`config.mk`:
```
export PLATFORM = sky130hd
export DESIGN_NAME = wave_sweep_ctrl_flat
export DESIGN_NICKNAME = d
export VERILOG_FILES = /design/src/rtl/wave_sweep_ctrl_if.sv /design/src/rtl/wave_sweep_ctrl.sv /design/src/flat_wrapper.sv
export SDC_FILE = /design/constraint.sdc
export NUM_CORES = 1
export LEC_CHECK = 0
export CORE_ASPECT_RATIO = 0.9
export CORE_MARGIN = 4
export CORE_UTILIZATION = 30
export DETAILED_ROUTE_END_ITERATION = 6
export GPL_TIMING_DRIVEN = 0
export PLACE_DENSITY_LB_ADDON = 0.3
export SYNTH_ARGS = -nofsm -noshare
export SYNTH_HDL_FRONTEND = slang
export SYNTH_SLANG_ARGS = --single-unit
```
`constraint.sdc`:
```
create_clock -name clk -period 6 [get_ports clk]
set_input_delay 1.8 -clock clk [delete_from_list [all_inputs] [get_ports clk]]
set_output_delay 1.8 -clock clk [all_outputs]
set_load 0.03 [all_outputs]
```
`src/rtl/wave_sweep_ctrl_if.sv`:
```
// Bus bundle between the sweep controller, the field RAM pair (u, du) and
// the wave_unit datapath.
//   mem_raddr/mem_re            read port request (data valid next cycle)
//   mem_u_rdata/mem_du_rdata    read data
//   mem_waddr/mem_we/*_wdata    write port (u and du written together)
//   mem_grant                   RAM free for other masters
//   wu_u/wu_du/wu_uL/wu_uR      wave_unit operands
//   wu_u_new/wu_du_new          wave_unit results (combinational)
interface wave_sweep_ctrl_if #(
  parameter int W  = 32,
  parameter int AW = 5
);
  logic [AW-1:0] mem_raddr;
  logic          mem_re;
  logic [W-1:0]  mem_u_rdata;
  logic [W-1:0]  mem_du_rdata;
  logic [AW-1:0] mem_waddr;
  logic          mem_we;
  logic [W-1:0]  mem_u_wdata;
  logic [W-1:0]  mem_du_wdata;
  logic          mem_grant;
  logic [W-1:0]  wu_u;
  logic [W-1:0]  wu_du;
  logic [W-1:0]  wu_uL;
  logic [W-1:0]  wu_uR;
  logic [W-1:0]  wu_u_new;
  logic [W-1:0]  wu_du_new;

  modport master (
    output mem_raddr, mem_re, mem_waddr, mem_we, mem_u_wdata, mem_du_wdata,
           mem_grant, wu_u, wu_du, wu_uL, wu_uR,
    input  mem_u_rdata, mem_du_rdata, wu_u_new, wu_du_new
  );

  modport slave (
    input  mem_raddr, mem_re, mem_waddr, mem_we, mem_u_wdata, mem_du_wdata,
           mem_grant, wu_u, wu_du, wu_uL, wu_uR,
    output mem_u_rdata, mem_du_rdata, wu_u_new, wu_du_new
  );
endinterface

```
`src/rtl/wave_sweep_ctrl.sv`:
```
// Sweep sequencer for one wave_unit over an N_CELLS field in external
// synchronous RAM. Cells stream through a 3-wide window so each update sees
// old neighbours; results are written back in place and both edge cells get
// a Neumann copy. Pauses at sweep boundaries on frame_hold.
// Ports:
//   clk, rst             clock, synchronous active-high reset
//   start, run_iters     run request pulse and sweep count (latched)
//   frame_hold           pause request, sampled at sweep boundary
//   bus                  RAM / wave_unit bundle (master side)
//   busy, sweep_done     run in progress, per-sweep completion pulse
//   iter_count           sweeps completed in the current run
//
// state | meaning
// IDLE  | waiting for start
// PRIME | 4 cycles: read cells 0..2 into the window
// SWEEP | N_CELLS-2 cycles: update cells 1..N_CELLS-2, one per cycle
// EDGE  | 2 cycles: Neumann copy into cells 0 and N_CELLS-1
// WAIT  | paused between sweeps, RAM granted to transmitter
// DONE  | run finished, one cycle then IDLE
module wave_sweep_ctrl #(
  parameter int N_CELLS = 20,
  parameter int W       = 32,
  parameter int AW      = 5
) (
  input  logic                 clk,
  input  logic                 rst,
  input  logic                 start,
  input  logic [15:0]          run_iters,
  input  logic                 frame_hold,
  wave_sweep_ctrl_if.master    bus,
  output logic                 busy,
  output logic                 sweep_done,
  output logic [15:0]          iter_count
);

  typedef enum logic [2:0] {IDLE, PRIME, SWEEP, EDGE, WAIT, DONE} state_t;

  localparam logic [AW-1:0] LAST_ADDR = AW'(N_CELLS - 1);
  localparam logic [AW-1:0] SWEEP_END = AW'(N_CELLS - 3);
  localparam logic [AW-1:0] READ_END  = AW'(N_CELLS - 4);

  state_t        state, state_next;
  logic [AW-1:0] cyc;
  logic [15:0]   iters_q;
  logic [15:0]   iter_next;
  logic          rd_vld;
  logic [W-1:0]  win_uL, win_u, win_uR, win_du, win_duR;
  logic [W-1:0]  eff_uR, eff_duR;
  logic [W-1:0]  edge_l, edge_r;

  assign iter_next = iter_count + 16'd1;

  // Inside SWEEP the right neighbour arrives straight from the RAM in the
  // same cycle it is used; only the first sweep cell uses the primed value.
  assign eff_uR  = rd_vld ? bus.mem_u_rdata  : win_uR;
  assign eff_duR = rd_vld ? bus.mem_du_rdata : win_duR;

  assign bus.wu_uL = win_uL;
  assign bus.wu_u  = win_u;
  assign bus.wu_du = win_du;
  assign bus.wu_uR = eff_uR;

  always_ff @(posedge clk) begin
    if (rst) state <= IDLE;
    else     state <= state_next;
  end

  always_comb begin
    state_next       = state;
    bus.mem_re       = 1'b0;
    bus.mem_raddr    = '0;
    bus.mem_we       = 1'b0;
    bus.mem_waddr    = '0;
    bus.mem_u_wdata  = '0;
    bus.mem_du_wdata = '0;
    bus.mem_grant    = 1'b1;
    busy             = 1'b0;
    case (state)
      IDLE: begin
        if (start) state_next = (run_iters == 16'd0) ? DONE : PRIME;
      end
      PRIME: begin
        busy          = 1'b1;
        bus.mem_grant = 1'b0;
        if (cyc < AW'(3)) begin
          bus.mem_re    = 1'b1;
          bus.mem_raddr = cyc;
        end
        if (cyc == AW'(3)) state_next = SWEEP;
      end
      SWEEP: begin
        busy             = 1'b1;
        bus.mem_grant    = 1'b0;
        bus.mem_we       = 1'b1;
        bus.mem_waddr    = cyc + AW'(1);
        bus.mem_u_wdata  = bus.wu_u_new;
        bus.mem_du_wdata = bus.wu_du_new;
        if (cyc <= READ_END) begin
          bus.mem_re    = 1'b1;
          bus.mem_raddr = cyc + AW'(3);
        end
        if (cyc == SWEEP_END) state_next = EDGE;
      end
      EDGE: begin
        busy          = 1'b1;
        bus.mem_grant = 1'b0;
        bus.mem_we    = 1'b1;
        if (cyc == '0) begin
          bus.mem_waddr   = '0;
          bus.mem_u_wdata = edge_l;
        end else begin
          bus.mem_waddr   = LAST_ADDR;
          bus.mem_u_wdata = edge_r;
          // Run completion wins over a pending pause request.
          if (iter_next == iters_q) state_next = DONE;
          else if (frame_hold)      state_next = WAIT;
          else                      state_next = PRIME;
        end
      end
      WAIT: begin
        busy = 1'b1;
        if (!frame_hold) state_next = PRIME;
      end
      DONE: begin
        state_next = IDLE;
      end
      default: state_next = IDLE;
    endcase
  end

  always_ff @(posedge clk) begin
    if (rst) begin
      cyc        <= '0;
      iters_q    <= '0;
      iter_count <= '0;
      sweep_done <= 1'b0;
      rd_vld     <= 1'b0;
      win_uL     <= '0;
      win_u      <= '0;
      win_uR     <= '0;
      win_du     <= '0;
      win_duR    <= '0;
      edge_l     <= '0;
      edge_r     <= '0;
    end else begin
      rd_vld     <= bus.mem_re;
      sweep_done <= (state == EDGE) && (cyc != '0);
      cyc        <= (state_next != state) ? '0 : cyc + AW'(1);

      if (state == IDLE && start) begin
        iters_q    <= run_iters;
        iter_count <= '0;
      end
      if (state == EDGE && cyc != '0) iter_count <= iter_next;

      if (state == PRIME && rd_vld) begin
        win_uL  <= win_u;
        win_u   <= win_uR;
        win_uR  <= bus.mem_u_rdata;
        win_du  <= win_duR;
        win_duR <= bus.mem_du_rdata;
      end

      if (state == SWEEP) begin
        win_uL <= win_u;
        win_u  <= eff_uR;
        win_du <= eff_duR;
        if (cyc == '0)       edge_l <= bus.wu_u_new;
        if (cyc == SWEEP_END) edge_r <= bus.wu_u_new;
      end
    end
  end

endmodule

```
`src/flat_wrapper.sv`:
```
// flat-port wrapper written by rule: the top's interface ports become plain ports
module wave_sweep_ctrl_flat 
#(
  parameter int N_CELLS = 20,
  parameter int W       = 32,
  parameter int AW      = 5
)
  (clk, rst, start, run_iters, frame_hold, busy, sweep_done, iter_count, bus_mem_raddr, bus_mem_re, bus_mem_waddr, bus_mem_we, bus_mem_u_wdata, bus_mem_du_wdata, bus_mem_grant, bus_wu_u, bus_wu_du, bus_wu_uL, bus_wu_uR, bus_mem_u_rdata, bus_mem_du_rdata, bus_wu_u_new, bus_wu_du_new);
  wave_sweep_ctrl_if #(.W(W), .AW(AW)) bus_i ();
  input  logic clk;
  input  logic rst;
  input  logic start;
  input  logic [15:0] run_iters;
  input  logic frame_hold;
  output logic busy;
  output logic sweep_done;
  output logic [15:0] iter_count;
  output wire logic [$bits(bus_i.mem_raddr)-1:0] bus_mem_raddr;
  output wire logic [$bits(bus_i.mem_re)-1:0] bus_mem_re;
  output wire logic [$bits(bus_i.mem_waddr)-1:0] bus_mem_waddr;
  output wire logic [$bits(bus_i.mem_we)-1:0] bus_mem_we;
  output wire logic [$bits(bus_i.mem_u_wdata)-1:0] bus_mem_u_wdata;
  output wire logic [$bits(bus_i.mem_du_wdata)-1:0] bus_mem_du_wdata;
  output wire logic [$bits(bus_i.mem_grant)-1:0] bus_mem_grant;
  output wire logic [$bits(bus_i.wu_u)-1:0] bus_wu_u;
  output wire logic [$bits(bus_i.wu_du)-1:0] bus_wu_du;
  output wire logic [$bits(bus_i.wu_uL)-1:0] bus_wu_uL;
  output wire logic [$bits(bus_i.wu_uR)-1:0] bus_wu_uR;
  input wire logic [$bits(bus_i.mem_u_rdata)-1:0] bus_mem_u_rdata;
  input wire logic [$bits(bus_i.mem_du_rdata)-1:0] bus_mem_du_rdata;
  input wire logic [$bits(bus_i.wu_u_new)-1:0] bus_wu_u_new;
  input wire logic [$bits(bus_i.wu_du_new)-1:0] bus_wu_du_new;
  assign bus_mem_raddr = bus_i.mem_raddr;
  assign bus_mem_re = bus_i.mem_re;
  assign bus_mem_waddr = bus_i.mem_waddr;
  assign bus_mem_we = bus_i.mem_we;
  assign bus_mem_u_wdata = bus_i.mem_u_wdata;
  assign bus_mem_du_wdata = bus_i.mem_du_wdata;
  assign bus_mem_grant = bus_i.mem_grant;
  assign bus_wu_u = bus_i.wu_u;
  assign bus_wu_du = bus_i.wu_du;
  assign bus_wu_uL = bus_i.wu_uL;
  assign bus_wu_uR = bus_i.wu_uR;
  assign bus_i.mem_u_rdata = bus_mem_u_rdata;
  assign bus_i.mem_du_rdata = bus_mem_du_rdata;
  assign bus_i.wu_u_new = bus_wu_u_new;
  assign bus_i.wu_du_new = bus_wu_du_new;
  wave_sweep_ctrl #(.N_CELLS(N_CELLS), .W(W), .AW(AW)) u_core (.clk(clk), .rst(rst), .start(start), .run_iters(run_iters), .frame_hold(frame_hold), .bus(bus_i), .busy(busy), .sweep_done(sweep_done), .iter_count(iter_count));
endmodule
```
; Yosys cells after proc, flatten, opt, wreduce, memory -nomap -nowiden
; Index checks and enable logic that the tools add are counted.
[word_totals]
in_bits = 148
elab_cells = 74
output_inout_bits = 223
ff_bits = 266
[classes]
muxes = 33
n_reduce_logical = 15
n_lt_le_gt_ge = 2
n_eq_ne = 8
n_addsub = 3
[ops]
columns = operator, n
row1 = two-way mux 32 bit, 10
row2 = case mux 32 bit (2 select lines), 1
row3 = two-way mux 16 bit, 2
row4 = two-way mux 3 bit, 8
row5 = case mux 5 bit (2 select lines), 2
row6 = "adder 16 x 1 -> 16 bit, second input constant", 1
row7 = equality test 16 bit, 1
row8 = zero test 16 bit, 1
row9 = two-way mux 5 bit, 3
row10 = case mux 3 bit (5 select lines), 1
row11 = "equality test 3 x 2 -> 1 bit, second input constant", 2
row12 = "adder 5 x 1 -> 5 bit, second input constant", 1
row13 = "adder 5 x 2 -> 5 bit, second input constant", 1
row14 = "equality test 5 x 2 -> 1 bit, second input constant", 1
row15 = "equality test 5 bit, second input constant", 1
row16 = "<= comparator 5 bit, second input constant", 1
row17 = zero test 5 bit, 1
row18 = "less-than comparator 5 x 2 -> 1 bit, second input constant", 1
row19 = two-way mux 1 bit, 5
row20 = nonzero test 5 bit, 1
row21 = AND reduction 2 bit, 2
row22 = nonzero test 2 bit, 2
row23 = OR reduction 2 bit, 2
row24 = OR reduction 4 bit, 1
row25 = 7 further kinds, 9

; Longest topological paths before layout
[depth]
word_depth = 7
depth_mapped = 10
depth_no_buf = 8

; Worst setup path before layout
; OpenSTA, ideal clock, no wires.
[synth_timing]
kind = input -> output
from = input bus_wu_u_new[0]
to = output bus_mem_u_wdata[0]
slack_ns = 1.541
t_required_ns = 4.200
path_stages = 2
arrival_time_ns = 2.659
path_cell_list = nor2_1 > a311oi_1
[synth_via]
elab_chain_cells = 1
[synth_lines]
columns = item, line_no
row1 = start: declaration, flat_wrapper.sv:31  ; input wire logic [$bits(bus_i.wu_u_new)-1:0] bus_wu_u_new;
row2 = case mux 32 bit (2 select lines), wave_sweep_ctrl.sv:78  ; case (state)
row3 = end: declaration, flat_wrapper.sv:22  ; output wire logic [$bits(bus_i.mem_u_wdata)-1:0] bus_mem_u_wdata;
; Every way passes these cells.

; Worst setup path after layout
[layout_timing]
from = register u_core.cyc[0]
to = output bus_mem_u_wdata[27]
[layout_via]
elab_chain_cells = 3
[layout_lines]
columns = item, line_no
row1 = start: declaration, wave_sweep_ctrl.sv:43  ; logic [AW-1:0] cyc;
row2 = start signal: assignment, wave_sweep_ctrl.sv:148  ; cyc <= (state_next != state) ? '0 : cyc + AW'(1);
row3 = zero test 5 bit, wave_sweep_ctrl.sv:108  ; if (cyc == '0) begin
row4 = two-way mux 32 bit, wave_sweep_ctrl.sv:108
row5 = case mux 32 bit (2 select lines), wave_sweep_ctrl.sv:78
; Every way passes these cells.

==> impl_results.md <==
* Worst path cell trace: inv_1 > ha_1 > nor4b_4 > clkbuf_1 > nand2_1 > a311oi_1 > clkdlybuf4s50_1
* CP Launch Type: flip-flop
* Sequential share of power at between 40% and 50%
* Drt drc at 0
* Syn nets at approximately 1700
* Status: complete, no violations
* Worst hold slack at 0.448 ns
* Post-DP HPWL at 35800 um
* Die area at ~0.044 mm2
* Worst slew margin at 32.8%
* First-pass GRT wire length at just over 70000 um
* Clk pwr share at about 44%
* Via density at 5.09
* WL per Instance at 18.8 um
* Final layout net count at around 2100
* Top cell type by total area after synthesis: dfxtp_1
* Fin. max-slew vios at 0
* Hold Crit Start: u_core.bus.wu_uL[15]$_SDFFE_PP0P_
* Initial Util at a little under a third
* Avg Inst Size Synth at roughly 7.6 um2
* Die H at slightly below 200 um
* Port Buffer Count at 369
* Antenna viol nets, final at 0
* GR Util met1 at approximately 28%
* Synth top area share at 43.9%
* Synth unique cells at a little over 60
* Peak VDD IR at between 0.2 and 0.25 mV
* CTS max path bufs at 3
* Largest net degree at the start of global routing at 16
* Total gr overflow at 0
* # setup viols final at 0
* GP Congestion at 0.886
* R2R setup slack at between 3 and 4 ns
* CP max FO at 10
* Worst min-delay path category: flip-flop to flip-flop
* Arrival @ worst endpoint at between 3 and 4 ns
* Post-synthesis sequential area ratio at a little over two fifths
* Routed WL at between 40000 and 50000 um
* GR peak layer: met2
* Post-synth top flop: dfxtp_1
* Main area contributors after synthesis: dfxtp_1, nand2_1, a21oi_1
* Worst setup EP type: primary output
* Max cap viols at 0
* Synth-to-layout area growth at 44.0%
* Initial DRC Count at 818
* Power per Cell Area at between 200 and 250 mW/mm2
* Worst slew pin tran at between 1 and 1.5 ns
* Met2 Use GR at 33.9%
* Fmax at between 150 and 200 MHz
* All-Layer GR Usage at about a fifth
* Core Util, Final at between 40% and 50%
* Most common cell in the netlist: nand2_1
* Worst-Skew Late Latency at around 0.57 ns
* Final setup skew at about 0.016 ns
* Root buf cell: clkbuf_16
* Hold Path Stages at 2
* CP bufs+invs at 3
* Share of cells above drive strength 1 at between 5 and 6%
* H-tree Lvls at 1
* Vias in the first global route at 12464
* Ys Warns at 0
* Final Cycle Share at a little over nine tenths
* Hold Fails Final Rpt at 0
* Setup CP Type: flip-flop to primary output
* Leakage at 5.67 nW
* Switch share at 26.0%
* Comb power frac at between 10% and 20%
* Hold Path End: u_core.bus.wu_uL[15]$_SDFFE_PP0P_
* Syn Std Cell Area at 0.0121 mm2
* Core area at around 0.04 mm2
* CTS tree: built
* Final setup TNS at 0 ns
* Crit path largest cell delay at 0.77 ns
* Clk sink count at 266
* Ant. Diodes at 0
* Placed cell count at 2493
* Number of antenna violations at the first check in global routing at 0
* Clk pin slew, worst setup/hold paths at roughly 0.050 ns
* Cell row count at 69
* Mapped Cells at 1592
* RSZ-0062 raised after global routing: false
* CP max stage cell: clkdlybuf4s50_1
* Reg-to-reg critical path endpoint: u_core.bus.wu_uL[28]$_SDFFE_PP0P_
* CP required at around 4.2 ns
* Number of synthesized flops with an enable pin at 0
* Die Width at about 220 um
* Critical path's top delay family: buffers and inverters
* RR Startpoint: u_core.state[1]$_SDFF_PP0_
* Tmin final at between 5 and 6 ns
* Switching power total at 1.09 mW
* I/O Pins at approximately 370
* Via Count at between 10000 and 15000
* Drt first pass iters at 6
* Ys async rst share at 0%
* Cell Int Power at between 3 and 4 mW
* Reg2Reg Depth at 10
* Number of synthesized register bits at approximately 270
* Met3 Usage GRT at a little over 4%
* Post-synth top cells: nand2_1, dfxtp_1, a21oi_1
* Total CTS buffers at 31
* Post-Layout Cell Count at ~2500
==> final cells by class <==
type	count	area (um2)
Buffer	133	561
Clock buffer	45	848
Clock inverter	7	120
Fill cell	4016	22200
Inverter	6	22.5
Multi-Input combinational cell	1187	6240
Sequential cell	266	5330
Tap cell	532	666
Timing Repair Buffer	369	3690
==> how the worst max path moves through the flow <==
| stage | startpoint | to | slack [ns] | cells after the start |
|---|---|---|---|---|
| final | u_core.cyc[0]$_SDFF_PP0_ | bus_mem_u_wdata[27] | 0.29 | 7 |
| after CTS | u_core.cyc[0]$_SDFF_PP0_ | bus_mem_waddr[1] | 0.01 | 7 |
| after floorplan | bus_wu_u_new[0] | bus_mem_u_wdata[0] | 1.54 | 2 |
| after global placement | bus_wu_u_new[24] | bus_mem_u_wdata[24] | 0.58 | 4 |
| after detailed placement | bus_wu_u_new[24] | bus_mem_u_wdata[24] | 0.58 | 4 |
| after global routing | u_core.cyc[0]$_SDFF_PP0_ | bus_mem_waddr[0] | 0.05 | 7 |
==> placed cells by master, fill, tap and decap left out, types with 28 or more instances in the layout <==
master	instances
and2_1	35
clkbuf_16	31
nor2_1	128
dfxtp_1	266
a21oi_1	209
mux2i_1	28
a311oi_1	66
clkdlybuf4s50_1	369
nand2_1	513
clkbuf_1	122
mux2_2	34
==> kinds of logic after synthesis <==
logic type | count (synthesis) | share of synthesized area (%)
adders and majority gates | 4 | 0.412
DFF | 266 | 43.9
AOI/OAI and AO/OA | 346 | 17.7
buffers and inverters | 139 | 4.80
muxes | 62 | 5.46
and+or+nand+nor | 752 | 26.1
xor gates and xnor gates | 23 | 1.66
==> flip-flops by register name, summed over array words and instances (netlist names), 3 cells and up <==
register and flops:
u_core.bus.wu_du 32, u_core.bus.wu_u 32, u_core.bus.wu_uL 32, u_core.cyc 5
u_core.edge_l 32, u_core.edge_r 32, u_core.iter_count 16, u_core.iters_q 16
u_core.state 3, u_core.win_duR 32, u_core.win_uR 32
==> repair_timing <==
item	4_1_cts	5_1_grt
setup buffers	0	0
resized for setup	0	1
setup endpoints to repair	0	26
hold buffers	0	0
==> power groups by stage <==
stage,Combinational [mW],Sequential [mW],Clock [mW]
after floorplan,0.229,1.88,0
after global placement,0.515,1.86,0
after detailed placement,0.519,1.86,0
final,0.522,1.82,1.86
after global routing,0.558,1.83,1.97
after CTS,0.522,1.82,1.90
==> worst reg2reg max path: stages, from the launching register on <==
cell and delay [ns]:
dfxtp_1 0.29, buf_2 0.16, nand2b_1 0.08, buf_2 0.20
inv_1 0.08, nand2b_1 0.09, clkbuf_1 0.53, nand2_1 0.54
clkbuf_1 0.49, nand2_1 0.26, a21oi_1 0.09
==> layer usage <==
| layer | share of wire (%) | vias to the layer above | wire [um] |
|---|---|---|---|
| met5 | 0 | - | 0 |
| met4 | 2.7 | 0 | 1270 |
| met3 | 7.5 | 76 | 3580 |
| met2 | 46 | 507 | 21900 |
| met1 | 44 | 6153 | 21000 |
| li1 | - | 6215 | - |
==> stage by stage <==
step / worst slack (ns) / total power [mW] / instance area, um2
CTS: 0.00956 / 4.25 / 17500
detailed placement: 0.577 / 2.38 / 16500
global placement: 0.576 / 2.38 / 16500
global route: 0.0486 / 4.36 / 17500
floorplan: 1.54 / 2.11 / 12100
finish: 0.290 / 4.20 / 17500
(Power assumes the default switching activity.)
